--- src/rtl/descaler.sv ---
// Serial de-normalizer: applies the net inverse of the scaler's shifts to a
// signed Q-format value one bit per clock, saturating on left-shift overflow.
module descaler #(
    parameter int W  = 16,
    parameter int SW = 3
) (
    input  logic          clk,
    input  logic          rst,
    input  logic          start_i,
    input  logic [W-1:0]  y_i,
    input  logic [SW-1:0] shift_l_i,
    input  logic [SW-1:0] shift_r_i,
    output logic [W-1:0]  y_o,
    output logic          busy_o,
    output logic          done_o,
    output logic          ovf_o
);

    typedef enum logic [1:0] {
        S_IDLE,
        S_SHIFT,
        S_DONE
    } state_t;

    localparam logic [W-1:0] SAT_POS = {1'b0, {(W-1){1'b1}}};
    localparam logic [W-1:0] SAT_NEG = {1'b1, {(W-1){1'b0}}};

    state_t              state_q;
    logic signed [W-1:0] acc_q;
    logic [SW:0]         cnt_q;
    logic                dir_left_q;
    logic                ovf_q;

    logic signed [SW:0]  net_d;
    logic [SW:0]         mag_d;
    logic signed [W-1:0] acc_step_d;
    logic                ovf_step_d;

    // Net shift is shift_r - shift_l; positive means undo by shifting left.
    assign net_d = $signed({1'b0, shift_r_i}) - $signed({1'b0, shift_l_i});
    assign mag_d = net_d[SW] ? (~net_d + 1'b1) : net_d;

    always_comb begin
        acc_step_d = acc_q;
        ovf_step_d = ovf_q;
        if (dir_left_q) begin
            // After saturating, the accumulator is frozen but the count keeps running.
            if (!ovf_q) begin
                if (acc_q[W-1] != acc_q[W-2]) begin
                    acc_step_d = acc_q[W-1] ? SAT_NEG : SAT_POS;
                    ovf_step_d = 1'b1;
                end else begin
                    acc_step_d = acc_q <<< 1;
                end
            end
        end else begin
            acc_step_d = acc_q >>> 1;
        end
    end

    always_ff @(posedge clk) begin
        if (rst) begin
            state_q    <= S_IDLE;
            acc_q      <= '0;
            cnt_q      <= '0;
            dir_left_q <= 1'b0;
            ovf_q      <= 1'b0;
            y_o        <= '0;
            busy_o     <= 1'b0;
            done_o     <= 1'b0;
            ovf_o      <= 1'b0;
        end else begin
            case (state_q)
                S_IDLE: begin
                    done_o <= 1'b0;
                    if (start_i) begin
                        acc_q      <= y_i;
                        cnt_q      <= mag_d;
                        dir_left_q <= ~net_d[SW];
                        ovf_q      <= 1'b0;
                        busy_o     <= 1'b1;
                        state_q    <= S_SHIFT;
                    end
                end
                S_SHIFT: begin
                    if (cnt_q != '0) begin
                        acc_q <= acc_step_d;
                        ovf_q <= ovf_step_d;
                        cnt_q <= cnt_q - (SW+1)'(1);
                    end else begin
                        y_o     <= acc_q;
                        ovf_o   <= ovf_q;
                        done_o  <= 1'b1;
                        state_q <= S_DONE;
                    end
                end
                S_DONE: begin
                    done_o  <= 1'b0;
                    busy_o  <= 1'b0;
                    state_q <= S_IDLE;
                end
                default: begin
                    done_o  <= 1'b0;
                    busy_o  <= 1'b0;
                    state_q <= S_IDLE;
                end
            endcase
        end
    end

endmodule

--- config.mk ---
export PLATFORM = sky130hd
export DESIGN_NAME = descaler
export DESIGN_NICKNAME = d
export VERILOG_FILES = /design/src/rtl/descaler.sv
export SDC_FILE = /design/constraint.sdc
export NUM_CORES = 1
export LEC_CHECK = 0
export CORE_MARGIN = 1.5
export CORE_UTILIZATION = 55
export CTS_CLUSTER_SIZE = 40
export DETAILED_ROUTE_END_ITERATION = 8
export GPL_TIMING_DRIVEN = 0
export PLACE_DENSITY = 0.84
export SYNTH_ARGS = -nofsm -noshare
export SYNTH_HDL_FRONTEND = slang
export SYNTH_SLANG_ARGS = --single-unit
export TNS_END_PERCENT = 100
--- constraint.sdc ---
create_clock -name clk -period 6.2 [get_ports clk]
set_clock_uncertainty 0.2 [all_clocks]
set_input_delay 1.24 -clock clk [delete_from_list [all_inputs] [get_ports clk]]
set_output_delay 1.24 -clock clk [all_outputs]
set_load 0.02 [all_outputs]
==> metrics, run 1 <==
WL final=5520 microns; pin slew with the least headroom to its limit=746 ps; cts hold-fix bufs=0; Synth Instances=285; DPL Wire Length=3990 microns; Fillers=329; CTS Sinks=43; mapped cell area=2290 sq um; CP max FO=3; final setup TNS=0 ps; Tcrit/Tclk final=58.3%; RSZ-0062 raised after global routing=false; CTS resizes=0; largest net degree at the start of global routing=14; Max Cap Violations=0; pre-CTS WS=2250 ps; final global-route overflow total=0; CP endpoint kind=flip-flop; drt pass-1 iters=5; R2R cell count=8; CTS root buf=clkbuf_8; status=complete, no violations; crit start category=input pin; Worst Path Required=6220 ps; count of state elements after synthesis=43; Final nets=367; Routed Antenna Nets=0; Overall Global Routing Usage=26.7%; Avg Inst Size Synth=8.05 sq um; share of cells above drive strength 1=11.0%; Area growth syn-to-layout=25.6%; multi-input logic area=1250 sq um; CTS tree=built; Tmin final=3620 ps; top_reg_cell synth=dfxtp_1; fin util=72.0%; die area=4570 sq um; Syn Nets=318; Bufs on Longest Clock Path=2; CTS clk-pin slew, worst paths=80 ps; top-count cell post-synth=nand2_1; Sequential Area=861 sq um; via count=2158; DRC violations left=0; CP bufs+invs=2; HP Class=reg -> reg; cell taking the most area after synthesis=dfxtp_1; antenna fix cells=0; number of synthesized flops with an enable pin=0; top cells by count, synth=55 x nand2_1, 43 x dfxtp_1, 38 x a21oi_1; I/O Buffers=42; routability cong.=0.830; Worst-Skew Late Latency=300 ps; average wire per standard cell=14.3 microns; Max Clock Freq=277 MHz; CTS H-tree lvls=2; Yosys cell types=40; Pins Over Slew Limit=0; Rows=23; hold path depth=2; WP depth=9; register area share after synthesis=37.5%; CTS Buf Count=5; Critical Path Max Stage Delay=490 ps; CP top delay family=adder cells; Die Span X=67.6 microns; via/cell ratio=5.61; Setup Buffers After CTS=0; synth top area cells=dfxtp_1 38%, nand2_1 9.0%, a21oi_1 8.3%; Final setup violation count=0; worst vdd ir=0.000197 V; vias in the first global route=2024; Starting Density=57.4%; Core Region=4000 sq um; Final WS setup=2580 ps; Final Hold Fails=0; leakage power=1.04 nW; Syn. warnings=0; first-pass GRT wire length=9320 microns; WS Path Type=in -> reg; critical-path cell list=clkdlybuf4s50_1 > inv_1 > ha_1 > fa_1 > ha_1 > or3b_1 > o31ai_1 > xnor2_1 > o31ai_1; pwr/cell area=329 nW/um^2; CP max stage cell=fa_1; critical path arrival=3640 ps; I/O pin count=44; DIE HEIGHT=67.6 microns; final total power=0.000947 W; Synth top area share=37.5%; max_slew headroom=50.3%; Post-synth ARST share=0%; drt first-iter violations=134; initial antenna violation count=0
## worst paths after layout
path / startpoint / end / slack (ps)
worst max-delay path: shift_r_i[0] / cnt_q[2]$_SDFFE_PP0P_ / 2580
worst min-delay path: y_o[6]$_SDFFE_PP0P_ / y_o[6]$_SDFFE_PP0P_ / 260
worst max register to register: acc_q[15]$_SDFFE_PP0P_ / acc_q[11]$_SDFFE_PP0P_ / 3850
worst min register to register: y_o[6]$_SDFFE_PP0P_ / y_o[6]$_SDFFE_PP0P_ / 260
## worst reg2reg max path: cells and delay by family (launching register included)
kind	cells	cell delay [ps]
AOI/OAI and AO/OA	3	620
adders and majority gates	1	290
buffers and inverters	3	470
DFF	1	440
and+or+nand+nor	1	260
## power breakdown
part,leakage (nW),switching (W),internal (W)
logic,0.640,0.000226,0.000157
registers,0.352,0.0000414,0.000323
clock network,0.0505,0.0000989,0.000101
total,1.04,0.000366,0.000581
## cells in the final DEF (no fill, tap or decap), drive strengths merged, types with 2 or more instances in the layout
| master | count |
|---|---|
| nor2b | 2 |
| nand3 | 3 |
| o211ai | 2 |
| or3b | 2 |
| clkdlybuf4s50 | 42 |
| o31ai | 2 |
| a211oi | 13 |
| mux2i | 4 |
| nand2b | 4 |
| inv | 13 |
| nand2 | 55 |
| ha | 7 |
| nand4 | 2 |
| o21ai | 4 |
| o32a | 2 |
| nor3 | 4 |
| o21bai | 2 |
| a21oi | 38 |
| a311oi | 15 |
| dfxtp | 43 |
| clkbuf | 17 |
| nor2 | 30 |
| o32ai | 2 |
| buf | 14 |
## registers in the layout (all words and copies together), names as in the netlist
| name | count |
|---|---|
| acc_q | 16 |
| busy_o | 1 |
| cnt_q | 4 |
| dir_left_q | 1 |
| done_o | 1 |
| ovf_o | 1 |
| ovf_q | 1 |
| state_q | 2 |
| y_o | 16 |
## routing by layer
| metal | vias to the layer above | wire length (microns) | GRT usage, % |
|---|---|---|---|
| met3 | 9 | 309 | 4.67 |
| met2 | 77 | 2540 | 41.3 |
| met1 | 973 | 2590 | 36.9 |
| met5 | - | 0 | 0 |
| li1 | 1099 | - | - |
| met4 | 0 | 82 | 10.2 |
## metrics by stage
step	hold WS [ps]	cell area [sq um]	std cells
final	256	2880	385
after global routing	275	2880	385
after CTS	258	2880	385
after detailed placement	247	2780	377
after global placement	243	2780	377
after floorplan	246	2290	285
## cell families after synthesis
kind of cell,count (synthesis),share of synthesized area (%)
AND/OR/NAND/NOR,108,20.6
adder cells (fa/ha/maj),8,4.69
buffers and inverters,37,7.85
AO/OA/AOI/OAI,83,26.8
flip-flops,43,37.5
XOR/XNOR,2,0.763
multiplexers,4,1.74
## final cells by class
| class | instances | share of cell area (%) |
|---|---|---|
| flip-flops and latches | 43 | 29.9 |
| multi-input cells | 205 | 43.5 |
| repair buffers | 42 | 14.6 |
| plain buffers | 24 | 4.56 |
| well taps | 50 | 2.17 |
| clock inverters | 1 | 0.261 |
| clock buffers | 7 | 3.34 |
| inverters | 13 | 1.69 |
No activity file was read; power rests on OpenSTA's default activity.
==> inputs of run 2 (changes only) <==
--- a/config.mk
+++ b/config.mk
@@ -6,11 +6,11 @@
 export NUM_CORES = 1
 export LEC_CHECK = 0
 export CORE_MARGIN = 1.5
-export CORE_UTILIZATION = 55
+export CORE_UTILIZATION = 52
 export CTS_CLUSTER_SIZE = 40
 export DETAILED_ROUTE_END_ITERATION = 8
 export GPL_TIMING_DRIVEN = 0
-export PLACE_DENSITY = 0.84
+export PLACE_DENSITY = 0.8
 export SYNTH_ARGS = -nofsm -noshare
 export SYNTH_HDL_FRONTEND = slang
 export SYNTH_SLANG_ARGS = --single-unit
==> constraint.sdc (replaced) <==
create_clock -name clk -period 3.4 [get_ports clk]
set_clock_uncertainty 0.2 [all_clocks]
set_input_delay 0.68 -clock clk [delete_from_list [all_inputs] [get_ports clk]]
set_output_delay 0.68 -clock clk [all_outputs]
set_load 0.02 [all_outputs]
==> metrics, run 2 (same netlist as run 1, synthesis figures left out) <==
Final setup violation count=0 (unchanged); first-pass GRT wire length=9560 microns (+2.6%); final setup TNS=0 ps (unchanged); cts hold-fix bufs=0 (unchanged); CP max FO=3 (unchanged); CTS root buf=clkbuf_8; antenna fix cells=0 (unchanged); pwr/cell area=586 nW/um^2 (+78%); max_slew headroom=48.4% (-1.9 points); pin slew with the least headroom to its limit=774 ps (+28.7 ps); WL final=5570 microns (+0.87%); Overall Global Routing Usage=24.1% (-2.5 points); vias in the first global route=2057 (+1.6%); leading cell type in the layout, fill and taps excluded=nand2_1; Area growth syn-to-layout=24.8%; Critical Path Max Stage Delay=490 ps (about the same); most frequent cells in the layout=55 x nand2_1, 43 x dfxtp_1, 42 x clkdlybuf4s50_1, 38 x a21oi_1, 30 x nor2_1; RSZ-0062 raised after global routing=false; Critical R2R Capture=acc_q[12]$_SDFFE_PP0P_; CTS H-tree lvls=2 (unchanged); R2R Setup Slk=1090 ps (-2760 ps); via/cell ratio=5.62 (+0.28%); Bufs on Longest Clock Path=2 (unchanged); Final nets=367 (unchanged); Max Clock Freq=333 MHz; DIE HEIGHT=69.4 microns (+2.7%); Starting Density=55.8% (-1.6 points); R2R cell count=8 (unchanged); CTS resizes=0 (unchanged); Rows=23 (unchanged); I/O Buffers=42 (unchanged); critical-path cell list=clkdlybuf4s50_1 > inv_1 > ha_1 > fa_1 > ha_1 > or3b_1 > o31ai_1 > xnor2_1 > o31ai_1; Crit Reg-Reg Startpoint=acc_q[15]$_SDFFE_PP0P_; top flop regs=acc_q: 16 flops, y_o: 16 flops, cnt_q: 4 flops; status=complete, no violations; Worst-Skew Late Latency=300 ps (about the same); WS Path Type=in -> reg; CTS tree=built; critical path arrival=3020 ps (-620 ps); WHS Endpoint=ovf_o$_SDFFE_PP0P_; Final Hold Fails=0 (unchanged); Worst Path Required=3420 ps (-2800 ps); HP Class=reg -> reg; share of cells above drive strength 1=10.7% (-0.30 points); Core Region=4120 sq um (+2.9%); CP max stage cell=fa_1; CP endpoint kind=flip-flop; I/O pin count=44 (unchanged); Max Cap Violations=0 (unchanged); hold path depth=2 (unchanged); crit start category=input pin; largest net degree at the start of global routing=14 (unchanged); Pins Over Slew Limit=0 (unchanged); CP bufs+invs=2 (unchanged); CP top delay family=adder cells; Routed Antenna Nets=0 (unchanged); final total power=0.00168 W (+77%); CTS Buf Count=5 (unchanged); worst vdd ir=0.000285 V (+44%); average wire per standard cell=14.5 microns (+0.87%); final global-route overflow total=0 (unchanged); CTS Sinks=43 (unchanged); DRC violations left=0 (unchanged); die area=4820 sq um (+5.5%); Tmin final=3000 ps; via count=2164 (+0.28%); initial antenna violation count=0 (unchanged); leakage power=1.03 nW (-0.89%); routability cong.=0.845 (+1.8%); Setup Buffers After CTS=0 (unchanged); hold wc startpoint=ovf_o$_SDFFE_PP0P_; DPL Wire Length=4080 microns (+2.1%); Die Span X=69.4 microns (+2.7%); Tcrit/Tclk final=88.3%; drt first-iter violations=151 (+13%); CTS clk-pin slew, worst paths=80 ps (about the same); drt pass-1 iters=4 (-1)
[run 2: area by class of cell]
class                           instances  area [sq um]
Timing Repair Buffer                   42           420
Inverter                               13          48.8
Buffer                                 24           131
Clock inverter                          2          12.5
Clock buffer                            6          72.6
Sequential cell                        43           861
Fill cell                             378          1250
Tap cell                               50          62.6
Multi-Input combinational cell        205          1250
[run 2: how the worst max path moves through the flow]
stage,end,from,cells past startpoint,slack [ps]
floorplan,cnt_q[2]$_SDFFE_PP0P_,shift_r_i[0],8,700
global placement,cnt_q[2]$_SDFFE_PP0P_,shift_r_i[0],9,110
detailed placement,cnt_q[2]$_SDFFE_PP0P_,shift_r_i[0],9,90
CTS,cnt_q[2]$_SDFFE_PP0P_,shift_r_i[0],9,390
global route,cnt_q[2]$_SDFFE_PP0P_,shift_r_i[0],9,240
finish,cnt_q[2]$_SDFFE_PP0P_,shift_r_i[0],9,400
[run 2: report_power, final]
| part | total, W | internal, W | switching, W |
|---|---|---|---|
| Combinational | 0.000694 | 0.000285 | 0.000408 |
| Sequential | 0.000665 | 0.000589 | 0.0000764 |
| Clock | 0.000319 | 0.000144 | 0.000176 |
| Total | 0.00168 | 0.00102 | 0.000661 |
[run 2: worst reg2reg max path: stages (launching register included)]
cell and delay (ps):
dfxtp_1 440, inv_1 90, ha_1 270, buf_2 170
or2_1 260, buf_2 200, a311oi_1 310, a21oi_1 90
a211oi_2 220
[run 2: per-stage QoR]
| stage | worst slack, ps | instances | hold slack, ps | area, sq um | utilization [%] |
|---|---|---|---|---|---|
| 2_1_floorplan | 701 | 285 | 246 | 2290 | - |
| 6_report | 398 | 385 | 254 | 2860 | 69.6 |
| 4_1_cts | 394 | 385 | 257 | 2860 | 69.6 |
| 3_3_place_gp | 111 | 377 | 242 | 2780 | 67.5 |
| 3_5_place_dp | 88.9 | 377 | 245 | 2780 | 67.5 |
| 5_1_grt | 243 | 385 | 279 | 2860 | 69.6 |
[run 2: per-layer routing]
metal / vias up / track usage, % / part of all wire [%]
met4: 0 / 7.41 / 1.2
met2: 65 / 38.8 / 47
met1: 989 / 32.7 / 47
li1: 1104 / - / -
met3: 6 / 4.94 / 5.0
met5: - / 0 / 0
==> inputs of run 3 (changes only) <==
--- a/config.mk
+++ b/config.mk
@@ -9,7 +9,6 @@
 export CORE_UTILIZATION = 52
 export CTS_CLUSTER_SIZE = 40
 export DETAILED_ROUTE_END_ITERATION = 8
-export GPL_TIMING_DRIVEN = 0
 export PLACE_DENSITY = 0.8
 export SYNTH_ARGS = -nofsm -noshare
 export SYNTH_HDL_FRONTEND = slang
==> metrics, run 3 (same netlist as run 1, synthesis figures left out) <==
Final nets=350 (-4.6%); Tmin final=2960 ps (-45.4 ps); via/cell ratio=5.68 (+1.1%); WL final=5160 microns (-7.4%); drt pass-1 iters=4 (unchanged); fin util=67.9% (-1.7 points); hold path depth=2 (unchanged); die area=4820 sq um (unchanged); WHS Endpoint=y_o[15]$_SDFFE_PP0P_; Setup Buffers After CTS=0 (unchanged); via count=2091 (-3.4%); Max Cap Violations=0 (unchanged); Bufs on Longest Clock Path=2 (unchanged); DPL Wire Length=3530 microns (-13%); max_slew headroom=55.7% (+7.3 points); Tcrit/Tclk final=86.9% (-1.3 points); Starting Density=55.8% (unchanged); share of cells above drive strength 1=9.43% (-1.3 points); Worst Path Required=3410 ps (about the same); Area growth syn-to-layout=21.7%; leading cell type in the layout, fill and taps excluded=nand2_1; I/O pin count=44 (unchanged); pwr/cell area=585 nW/um^2 (-0.16%); CTS clk-pin slew, worst paths=80 ps (about the same); worst vdd ir=0.000336 V (+18%); CTS H-tree lvls=2 (unchanged); final total power=0.00163 W (-2.6%); Worst-Skew Late Latency=300 ps (about the same); Core Region=4120 sq um (unchanged); routability cong.=0.807 (-4.5%); cts hold-fix bufs=0 (unchanged); CTS resizes=0 (unchanged); final setup TNS=0 ps (unchanged); CP endpoint kind=flip-flop; DIE HEIGHT=69.4 microns (unchanged); CTS Buf Count=5 (unchanged); hold wc startpoint=y_o[15]$_SDFFE_PP0P_; most frequent cells in the layout=55 x nand2_1, 43 x dfxtp_1, 42 x clkdlybuf4s50_1, 38 x a21oi_1, 30 x nor2_1; Overall Global Routing Usage=22.7% (-1.5 points); R2R Setup Slk=930 ps (-160 ps); R2R cell count=6 (-2); Pins Over Slew Limit=0 (unchanged); Final Hold Fails=0 (unchanged); Fillers=371 (-1.9%); largest net degree at the start of global routing=33 (+19); fin cells=368 (-4.4%); Die Span X=69.4 microns (unchanged); initial antenna violation count=0 (unchanged); CTS Sinks=43 (unchanged); Rows=23 (unchanged); I/O Buffers=43 (+2.4%); Max Clock Freq=338 MHz (+1.5%); WS Path Type=in -> reg; HP Class=reg -> reg; Routed Antenna Nets=0 (unchanged); Final setup violation count=0 (unchanged); Critical R2R Capture=acc_q[2]$_SDFFE_PP0P_; average wire per standard cell=14.0 microns (-3.1%); drt first-iter violations=145 (-4.0%); CP max FO=3 (unchanged); status=complete, no violations; critical path arrival=2970 ps (-50 ps); vias in the first global route=1968 (-4.3%); RSZ-0062 raised after global routing=false; CTS tree=built; first-pass GRT wire length=9010 microns (-5.7%); crit start category=input pin; leakage power=0.995 nW (-3.7%); final global-route overflow total=0 (unchanged); pin slew with the least headroom to its limit=664 ps (-111 ps); Cells after DPL=360 (-4.5%); antenna fix cells=0 (unchanged); Final WS setup=444 ps (+45.4 ps); DRC violations left=0 (unchanged); top flop regs=acc_q: 16 flops, y_o: 16 flops, cnt_q: 4 flops; pre-CTS WS=136 ps (+46.9 ps); CTS root buf=clkbuf_8; Crit Reg-Reg Startpoint=acc_q[15]$_SDFFE_PP0P_
run 3: worst max path at each step:
stage	start	to	slack, ps	depth (start not counted)
after floorplan	shift_r_i[0]	cnt_q[2]$_SDFFE_PP0P_	700	8
after global routing	shift_r_i[0]	cnt_q[2]$_SDFFE_PP0P_	360	9
after global placement	shift_r_i[0]	cnt_q[2]$_SDFFE_PP0P_	180	9
after CTS	shift_r_i[0]	cnt_q[2]$_SDFFE_PP0P_	430	9
after detailed placement	shift_r_i[0]	cnt_q[2]$_SDFFE_PP0P_	140	9
final	shift_r_i[0]	cnt_q[2]$_SDFFE_PP0P_	440	9
run 3: power by group:
group	switching, W	leakage (nW)	internal, W
Sequential	0.0000845	0.352	0.000589
Combinational	0.000386	0.601	0.000257
Clock	0.000175	0.0412	0.000144
run 3: routing by layer:
| metal | up-vias | routed length (microns) | global-route usage (%) |
|---|---|---|---|
| li1 | 1062 | - | - |
| met1 | 955 | 2410 | 29.0 |
| met2 | 68 | 2390 | 38.9 |
| met3 | 6 | 299 | 5.23 |
| met4 | 0 | 54 | 5.23 |
| met5 | - | 0 | 0 |
run 3: area by class of cell:
type	instances	area, sq um	area share, %
Timing Repair Buffer	49	470	16.8
Clock buffer	6	72.6	2.60
Clock inverter	2	12.5	0.448
Inverter	13	48.8	1.75
Tap cell	50	62.6	2.24
Multi-Input combinational cell	205	1260	45.3
Sequential cell	43	861	30.8
run 3: critical path: stages:
cell	delay [ps]
clkdlybuf4s50_1	450
inv_1	40
ha_1	200
fa_1	490
ha_1	210
or3b_1	370
o31ai_1	250
xnor2_1	100
o31ai_1	180
run 3: through the flow:
| stage | area (sq um) | hold slack, ps |
|---|---|---|
| finish | 2790 | 255 |
| global route | 2790 | 275 |
| CTS | 2790 | 258 |
| detailed placement | 2710 | 246 |
| global placement | 2710 | 243 |
| floorplan | 2290 | 246 |
